===== config.mk =====
export PLATFORM = sky130hd
export DESIGN_NAME = ras_ctrl
export DESIGN_NICKNAME = d
export VERILOG_FILES = /design/src/rtl/ras_ctrl_pkg.sv /design/src/rtl/ras_ctrl_journal.sv /design/src/rtl/ras_ctrl.sv
export SDC_FILE = /design/constraint.sdc
export NUM_CORES = 1
export LEC_CHECK = 0
export CAP_MARGIN = 40
export CORE_ASPECT_RATIO = 0.8
export CORE_MARGIN = 10
export CORE_UTILIZATION = 43
export DETAILED_ROUTE_END_ITERATION = 7
export REMOVE_ABC_BUFFERS = 1
export SLEW_MARGIN = 25
export SYNTH_ARGS = -nofsm -noshare
export SYNTH_HDL_FRONTEND = slang
export SYNTH_SLANG_ARGS = --single-unit

===== constraint.sdc =====
create_clock -name clock -period 6.17 [get_ports clock]
set_input_delay 1.234 -clock clock [delete_from_list [all_inputs] [get_ports clock]]
set_output_delay 1.234 -clock clock [all_outputs]
set_load 0.03 [all_outputs]

===== src/rtl/ras_ctrl_pkg.sv =====
// Shared types for the RAS speculation controller: FSM states, journal entry layout,
// and a saturating counter helper for the optional statistics.
package ras_ctrl_pkg;

    localparam int RAS_ADDR_W = 32;

    typedef enum logic [1:0] {IDLE, COROUT, UNWIND} state_t;

    typedef enum logic {JNL_PUSH, JNL_POP} jnl_op_t;

    typedef struct packed {
        jnl_op_t                 op;
        logic [RAS_ADDR_W-1:0]   addr;
    } jnl_entry_t;

    function automatic logic [31:0] sat_inc32(input logic [31:0] v, input logic en);
        return (en && v != 32'hFFFF_FFFF) ? v + 32'd1 : v;
    endfunction

endpackage


===== src/rtl/ras_ctrl_journal.sv =====
// Circular journal of uncommitted RAS ops: append at tail, retire at head, pop youngest at tail-1.
// Latency: updates visible the cycle after the strobe; count/youngest are registered-state decodes.
// Backpressure: none internally; the caller must not push when full or pop when empty.
module ras_ctrl_journal
    import ras_ctrl_pkg::*;
#(
    parameter int DEPTH = 8,
    parameter int CNT_W = $clog2(DEPTH) + 1
) (
    input  logic             clock,
    input  logic             reset,
    input  logic             push_vld,
    input  jnl_entry_t       push_dat,
    input  logic             retire_vld,
    input  logic             pop_vld,
    output logic [CNT_W-1:0] count,
    output jnl_entry_t       youngest
);

    localparam int PTR_W = CNT_W - 1;

    jnl_entry_t       mem [DEPTH];
    logic [PTR_W-1:0] head;
    logic [PTR_W-1:0] tail;
    logic [PTR_W-1:0] yng_ptr;
    logic             do_retire;

    // Retiring an empty journal is a no-op so a stray commit cannot underflow the count.
    assign do_retire = retire_vld && (count != '0);
    assign yng_ptr   = tail - 1'b1;
    assign youngest  = mem[yng_ptr];

    always_ff @(posedge clock or negedge reset) begin
        if (!reset) begin
            head  <= '0;
            tail  <= '0;
            count <= '0;
        end else begin
            if (push_vld)
                tail <= tail + 1'b1;
            else if (pop_vld)
                tail <= tail - 1'b1;
            if (do_retire)
                head <= head + 1'b1;
            count <= count + CNT_W'(push_vld) - CNT_W'(pop_vld) - CNT_W'(do_retire);
        end
    end

    always_ff @(posedge clock) begin
        if (push_vld)
            mem[tail] <= push_dat;
    end

endmodule


===== src/rtl/ras_ctrl.sv =====
// RAS speculation controller: call/ret hints -> RAS push/pop strobes, journal-based unwind on flush.
// Latency: strobes in the accept cycle; coroutine push one cycle later; unwind one entry per cycle.
// Backpressure: pred_ready drops while busy or when fewer than two journal slots remain. Stats: RAS_CTRL_STAT_EN.
module ras_ctrl
    import ras_ctrl_pkg::*;
#(
    parameter int ADDR_W = RAS_ADDR_W,
    parameter int JDEPTH = 8,
    parameter int PC_INC = 4
) (
    input  logic              clock,
    input  logic              reset,
    input  logic              pred_valid,
    input  logic              pred_is_call,
    input  logic              pred_is_ret,
    input  logic [ADDR_W-1:0] pred_pc,
    output logic              pred_ready,
    output logic [ADDR_W-1:0] pred_target,
    output logic              pred_target_vld,
    input  logic              commit_valid,
    input  logic              flush,
    output logic              busy,
    output logic              jnl_full,
    output logic              ras_w_en,
    output logic              ras_r_en,
    output logic [ADDR_W-1:0] ras_waddr,
    input  logic [ADDR_W-1:0] ras_raddr
`ifdef RAS_CTRL_STAT_EN
    ,
    output logic [31:0]       stat_push,
    output logic [31:0]       stat_pop,
    output logic [31:0]       stat_unwind_cyc
`endif
);

    localparam int CNT_W = $clog2(JDEPTH) + 1;

    state_t            state;
    logic [ADDR_W-1:0] cor_addr;
    logic [ADDR_W-1:0] push_addr;
    logic [CNT_W-1:0]  jnl_cnt;
    logic [CNT_W-1:0]  cnt_after_commit;
    jnl_entry_t        jnl_yng;
    jnl_entry_t        jnl_push_dat;
    logic              jnl_push_vld;
    logic              jnl_pop_vld;
    logic              jnl_retire_vld;
    logic              accept;

    assign push_addr        = pred_pc + ADDR_W'(PC_INC);
    assign busy             = (state != IDLE);
    assign jnl_full         = (jnl_cnt > CNT_W'(JDEPTH - 2));
    assign pred_ready       = !busy && !jnl_full;
    assign pred_target      = ras_raddr;
    assign pred_target_vld  = pred_valid && pred_is_ret && pred_ready;
    // A flush discards whatever the predecoder offers in the same cycle.
    assign accept           = pred_valid && pred_ready && !flush;
    assign cnt_after_commit = jnl_cnt - CNT_W'(commit_valid && (jnl_cnt != '0));

    ras_ctrl_journal #(
        .DEPTH (JDEPTH),
        .CNT_W (CNT_W)
    ) u_journal (
        .clock      (clock),
        .reset      (reset),
        .push_vld   (jnl_push_vld),
        .push_dat   (jnl_push_dat),
        .retire_vld (jnl_retire_vld),
        .pop_vld    (jnl_pop_vld),
        .count      (jnl_cnt),
        .youngest   (jnl_yng)
    );

    always_comb begin
        ras_w_en       = 1'b0;
        ras_r_en       = 1'b0;
        ras_waddr      = '0;
        jnl_push_vld   = 1'b0;
        jnl_push_dat   = '0;
        jnl_pop_vld    = 1'b0;
        jnl_retire_vld = 1'b0;
        case (state)
            IDLE: begin
                jnl_retire_vld = commit_valid;
                if (accept && pred_is_ret) begin
                    // Plain ret, or first half of a coroutine swap.
                    ras_r_en     = 1'b1;
                    jnl_push_vld = 1'b1;
                    jnl_push_dat = '{op: JNL_POP, addr: ras_raddr};
                end else if (accept && pred_is_call) begin
                    ras_w_en     = 1'b1;
                    ras_waddr    = push_addr;
                    jnl_push_vld = 1'b1;
                    jnl_push_dat = '{op: JNL_PUSH, addr: push_addr};
                end
            end
            COROUT: begin
                jnl_retire_vld = commit_valid;
                if (!flush) begin
                    ras_w_en     = 1'b1;
                    ras_waddr    = cor_addr;
                    jnl_push_vld = 1'b1;
                    jnl_push_dat = '{op: JNL_PUSH, addr: cor_addr};
                end
            end
            UNWIND: begin
                jnl_pop_vld = 1'b1;
                if (jnl_yng.op == JNL_PUSH) begin
                    ras_r_en = 1'b1;
                end else begin
                    ras_w_en  = 1'b1;
                    ras_waddr = jnl_yng.addr;
                end
            end
            default: ;
        endcase
    end

    always_ff @(posedge clock or negedge reset) begin
        if (!reset) begin
            state    <= IDLE;
            cor_addr <= '0;
        end else begin
            case (state)
                IDLE: begin
                    if (flush) begin
                        state <= (cnt_after_commit != '0) ? UNWIND : IDLE;
                    end else if (accept && pred_is_call && pred_is_ret) begin
                        state    <= COROUT;
                        cor_addr <= push_addr;
                    end
                end
                COROUT: begin
                    if (flush)
                        state <= (cnt_after_commit != '0) ? UNWIND : IDLE;
                    else
                        state <= IDLE;
                end
                UNWIND: begin
                    if (jnl_cnt == CNT_W'(1))
                        state <= IDLE;
                end
                default: state <= IDLE;
            endcase
        end
    end

`ifdef RAS_CTRL_STAT_EN
    always_ff @(posedge clock or negedge reset) begin
        if (!reset) begin
            stat_push       <= '0;
            stat_pop        <= '0;
            stat_unwind_cyc <= '0;
        end else begin
            stat_push       <= sat_inc32(stat_push, ras_w_en);
            stat_pop        <= sat_inc32(stat_pop, ras_r_en);
            stat_unwind_cyc <= sat_inc32(stat_unwind_cyc, state == UNWIND);
        end
    end
`endif

endmodule

==> impl_metrics.tcl, run 1 <==
set metrics [dict create \
    synthTopCellsByCount "edfxtp_1 (264), mux4_2 (66), nand2_1 (53), nand3_1 (45), dfrtp_1 (41)" \
    hpwl_mm 24.51 \
    worstHoldEndpoint "cor_addr[17]$_DFFE_PN0P_" \
    synth_area_leaders "edfxtp_1 (58%), mux4_2 (11%), dfrtp_1 (7.5%)" \
    synth_top_cell_area_share_pct 57.81 \
    design_area_sq_um 16490 \
    multi_input_area_sq_um 4239 \
    period_minus_slack_ns 5.584 \
    dieArea_sq_um 39480 \
    grt_pass1_wl_mm 57.46 \
    synth_area_per_cell_sq_um 16.15 \
    r2r_setup_slack_ns 2.78 \
    overflow 0 \
    violations "DRC" \
    nets 1062 \
    synth_largest_area_cell "edfxtp_1" \
    power.density_nw_per_um2 480.8 \
    critPathArrivalTime_ns 4.35 \
    fp.coreArea_sq_um 31420 \
    drive_above_1_share_pct 20.26 \
    wirelength_mm 38.70 \
    cts_hold_buf 0 \
    min_path_type "flop to flop" \
    run_status "complete, but fails checks" \
    regArea_sq_um 8957 \
    gr-usage-all-layers_pct 19.33 \
    post_cts_buffers 0 \
    post-synth-top-count-cell "edfxtp_1" \
    fin_setup_tns_ns 0 \
    clock_path_buffers 3 \
    cts_tree "done" \
    start_util_pct 43.64 \
    hold_viol 0 \
    synthFlopType "edfxtp_1" \
    end_kind "output pin" \
    fillers 2554 \
    vias 8448 \
    r2r_end "u_journal.mem[7][17]$_DFFE_PP_" \
    clock_sinks 305 \
    power.leakage_nw 5.795 \
    clk_latency_ns 0.55 \
    die_w_um 219.7 \
    synthDistinctLibCells 55 \
    post_cts_resized 0 \
    ys_warn_count 0 \
    dr_wl_met2_mm 18.02 \
    holdPathStages 2 \
    synth_edf_count 264 \
    ir_worst_vdd_mv 0.3464 \
    met1Wirelength_mm 16.80 \
    top_layer_used "met4" \
    syn_to_final_growth_pct 20.25 \
    fin_util_pct 52.48 \
    ant_nets 0 \
    tightest_slew_ns 0.8487 \
    row_count 58 \
    place_area_sq_um 15520 \
    clock_skew_ns 0.01572 \
    crit_type "input pin to output pin" \
    antenna_found_initial 0 \
    die_y_um 179.7 \
    dr.pass1.iters 8 \
    fin_ws_ns 0.5859 \
    h-tree-depth 1 \
    hp-start "cor_addr[17]$_DFFE_PN0P_" \
    syn_area_sq_um 13710 \
    grt_max_degree 45 \
    slew_headroom_pct 43.14 \
    syn_inst 849 \
    port_buffers 140 \
    vias_per_cell 5.941 \
    clock.fmax_mhz 179.1 \
    slew_viol_final 0 \
    drc_errors 2 \
    maxCapViolCount 0 \
    total_power_w 0.007928 \
    grt_pass1_vias 8659 \
    dr_wl_met3_mm 3.192 \
    worstReg2RegStart "u_journal.count[3]$_DFF_PN0_" \
    ys_seq_area_share_pct 65.29 \
    n_antenna_cell 0 \
    rsz0062_at_grt "false" \
    place_congestion 0.7729 \
    drt_iter0_drc 755 \
    wire_per_inst_um 27.21 \
    cts-root-buf "clkbuf_16" \
    finalSetupViolCount 0 \
    worstSetupStartpointType "input pin" \
    cp_max_fo 10 \
    ff2ff_path_depth 9 \
    synth-seq-cells 305 \
    io_pins 141 \
    preCtsSetupSlack_ns 0.6376 \
    numCtsBuffers 29 \
    clk_pin_slew_ns 0.06 \
    async_reset_ff_share_pct 13.44 \
    required_ns 4.94 \
    fin_crit_sh_pct 90.50 \
]
-- worst max-delay path, cell delays in order --
cell,delay (ns)
clkdlybuf4s50_1,0.56
nand4_2,0.28
nor4_4,0.70
buf_4,0.25
nand4_1,0.13
xnor2_1,0.29
a221o_1,0.21
clkdlybuf4s50_1,0.68
-- layer usage --
metal	GRT usage, %	up-vias
li1	-	3605
met5	0	-
met3	3.641	46
met2	29.64	364
met1	28.12	4433
met4	4.048	0
-- final cells by class --
type	instances	share of cell area, %
clock buffer	43	5.023
clock inverter	10	0.8802
inverter	16	0.3794
multi-input combinational	445	25.71
sequential	305	54.32
tap	420	3.187
timing repair buffer	183	10.50
-- how the worst max path moves through the flow --
stage	from	to	slack (ns)	depth (start not counted)
finish	pred_pc[11]	ras_waddr[24]	0.59	8
global route	u_journal.tail[0]$_DFFE_PN0P_	ras_waddr[29]	0.37	10
CTS	pred_pc[11]	ras_waddr[24]	0.60	8
detailed placement	pred_pc[11]	ras_waddr[24]	0.64	8
global placement	pred_pc[11]	ras_waddr[29]	0.68	7
floorplan	u_journal.tail[0]$_DFFE_PN0P_	ras_waddr[0]	-1.63	6
-- per-stage QoR --
| step | std cells | hold WS [ns] |
|---|---|---|
| after detailed placement | 1369 | 0.4718 |
| after floorplan | 766 | 0.4497 |
| after CTS | 1422 | 0.4857 |
| after global placement | 1368 | 0.4621 |
| after global routing | 1422 | 0.5190 |
| final | 1422 | 0.4868 |
-- layout by cell type, fill, tap and decap left out, types with 6 or more instances in the layout --
| cell | n |
|---|---|
| a221o_1 | 24 |
| nand3_1 | 45 |
| clkbuf_1 | 9 |
| mux4_2 | 66 |
| nor2_1 | 12 |
| a31oi_1 | 19 |
| inv_1 | 14 |
| nand2_1 | 53 |
| mux2_4 | 19 |
| nand4_1 | 11 |
| and2_1 | 6 |
| xnor2_1 | 21 |
| clkbuf_16 | 29 |
| clkdlybuf4s50_1 | 139 |
| a21oi_1 | 20 |
| dfrtp_1 | 40 |
| xor2_1 | 7 |
| buf_4 | 42 |
| a22oi_1 | 14 |
| edfxtp_1 | 264 |
| and3_1 | 32 |
| o21ai_0 | 24 |
| ha_1 | 8 |
-- report_power, final --
| group | internal (W) | switching, W | total (W) |
|---|---|---|---|
| logic | 0.00154 | 0.00201 | 0.00355 |
| clock network | 0.00109 | 0.000750 | 0.00184 |
| registers | 0.00238 | 0.000152 | 0.00254 |
-- flip-flops by register name, summed over array words and instances (netlist names) --
signal           count
u_journal.mem      264
u_journal.tail       3
u_journal.count      4
state                2
cor_addr            32
-- cell families (layout without fill, tap and decap cells) --
group | count (synthesis) | count (layout) | share of synthesized area, %
adders and majority gates | 11 | 11 | 1.113
DFF | 305 | 305 | 65.29
buffers and inverters | 99 | 252 | 4.307
AOI/OAI and AO/OA | 121 | 121 | 6.150
and+or+nand+nor | 189 | 189 | 7.464
muxes | 91 | 91 | 13.40
xor gates and xnor gates | 33 | 33 | 2.272
(Power assumes the default switching activity.)
==> run 2, diff against run 1 <==
clock period = 6.28 ns   (was 6.17 ns; I/O delays follow)
==> run 2 against run 1 <==
Against the previous run: the flow now finishes without violations; sequential share of layout area decreased by 0.46 points; highest routed layer unchanged; critical path depth unchanged; core utilization up 0.45 points; cell count is essentially flat; via count down 2.3%.
==> impl_metrics.tcl, run 2 (synthesized netlist as in run 1, its figures left out) <==
set metrics [dict create \
    die_y_um 179.7 \
    fp.coreArea_sq_um 31420 \
    io_pins 141 \
    cts-root-buf "clkbuf_16" \
    vias_per_cell 5.800 \
    fin_setup_tns_ns 0 \
    wire_per_inst_um 26.18 \
    layout_commonest_cell "edfxtp_1" \
    drive_above_1_share_pct 21.14 \
    run_status "completed" \
    slew_headroom_pct 44.82 \
    grt_pass1_wl_mm 55.77 \
    antenna_found_initial 0 \
    dr.pass1.iters 5 \
    fillers 2553 \
    grt_pass1_vias 8411 \
    post_cts_resized 0 \
    ir_worst_vdd_mv 0.3271 \
    largest-register "u_journal.mem" \
    vias 8253 \
    wirelength_mm 37.26 \
    period_minus_slack_ns 5.591 \
    final_cell_mix "edfxtp_1 (264), clkdlybuf4s50_1 (139), mux4_2 (66)" \
    syn_to_final_growth_pct 21.27 \
    finalSetupViolCount 0 \
    n_antenna_cell 0 \
    clk_latency_ns 0.56 \
    placed_cells 1365 \
    multi_input_area_sq_um 4239 \
    die_w_um 219.7 \
    crit_type "input pin to output pin" \
    hpwl_mm 23.91 \
    regArea_sq_um 8957 \
    largest_register_ffs 264 \
    ant_nets 0 \
    total_power_w 0.007925 \
    fin_ws_ns 0.6888 \
    gr-usage-all-layers_pct 18.77 \
    drt_iter0_drc 747 \
    hold_viol 0 \
    rsz0062_at_grt "false" \
    maxCapViolCount 0 \
    critPathArrivalTime_ns 4.34 \
    drc_errors 0 \
    cts_tree "done" \
    overflow 0 \
    start_util_pct 43.64 \
    port_buffers 140 \
    place_congestion 0.7980 \
    numCtsBuffers 31 \
    layout.cells.non_filler 1423 \
    required_ns 5.02 \
    clock_sinks 305 \
    nets 1060 \
    preCtsSetupSlack_ns 0.7504 \
    tightest_slew_ns 0.8190 \
    clk_pin_slew_ns 0.06 \
    fin_crit_sh_pct 89.03 \
    dieArea_sq_um 39480 \
    r2r_setup_slack_ns 3.01 \
    cts_hold_buf 0 \
    slew_viol_final 0 \
    worstSetupStartpointType "input pin" \
    clock.fmax_mhz 178.9 \
    row_count 58 \
    power.density_nw_per_um2 476.6 \
    power.leakage_nw 5.845 \
    reg.largest.list "u_journal.mem (264), cor_addr (32), u_journal.count (4)" \
    clock_path_buffers 3 \
    cp_max_fo 10 \
    grt_max_degree 42 \
    clock_skew_ns 0.01177 \
    post_cts_buffers 0 \
    h-tree-depth 1 \
    end_kind "output pin" \
    fin_util_pct 52.92 \
    min_path_type "flop to flop" \
]
run 2: cell count changes in the layout (fill, tap and decap cells not counted), moves of 3 or more:
cell / previous run / this run
buf_4: 42 / 35
clkinvlp_4: 0 / 4
clkbuf_1: 9 / 5
inv_6: 0 / 3
clkinv_1: 5 / 1
run 2: per-stage QoR:
| step | hold slack [ns] | area, sq um |
|---|---|---|
| after global placement | 0.4617 | 15500 |
| after detailed placement | 0.4737 | 15530 |
| after global routing | 0.5162 | 16630 |
| after floorplan | 0.4497 | 13190 |
| after CTS | 0.4874 | 16630 |
| final | 0.4822 | 16630 |
run 2: layout make-up:
type / instances / share of cell area (%)
clock inverter: 17 / 1.414
inverter: 16 / 0.3762
tap: 420 / 3.160
clock buffer: 41 / 5.191
timing repair buffer: 179 / 10.50
multi-input combinational: 445 / 25.49
sequential: 305 / 53.86
run 2: report_power, final:
part	leakage, nW	switching [W]	internal (W)
clock network	0.528	0.000772	0.00118
registers	2.93	0.0000990	0.00234
logic	2.38	0.00200	0.00153
run 2: critical path, stage by stage:
cell and delay, ns:
clkdlybuf4s50_1 0.55, nand4_2 0.28, nor4_4 0.72, buf_4 0.25, nand4_1 0.11, xnor2_1 0.28, a221o_1 0.20, clkdlybuf4s50_1 0.67
run 2: worst paths after layout:
kind	from	endpoint	cells after the start
setup / recovery	pred_pc[11]	ras_waddr[24]	8
hold / removal	cor_addr[13]$_DFFE_PN0P_	cor_addr[13]$_DFFE_PN0P_	2
setup reg to reg	u_journal.count[2]$_DFF_PN0_	u_journal.mem[7][16]$_DFFE_PP_	9
hold reg to reg	cor_addr[13]$_DFFE_PN0P_	cor_addr[13]$_DFFE_PN0P_	2
max in group asynchronous	reset	u_journal.tail[0]$_DFFE_PN0P_	2
min in group asynchronous	reset	cor_addr[19]$_DFFE_PN0P_	2
run 2: per-layer routing:
metal	global-route usage, %	vias to the layer above	part of all wire, %
met5	0	-	0
met4	4.267	0	2.0
met3	3.775	55	7.7
met2	29.51	314	47
met1	26.40	4275	43
li1	-	3609	-
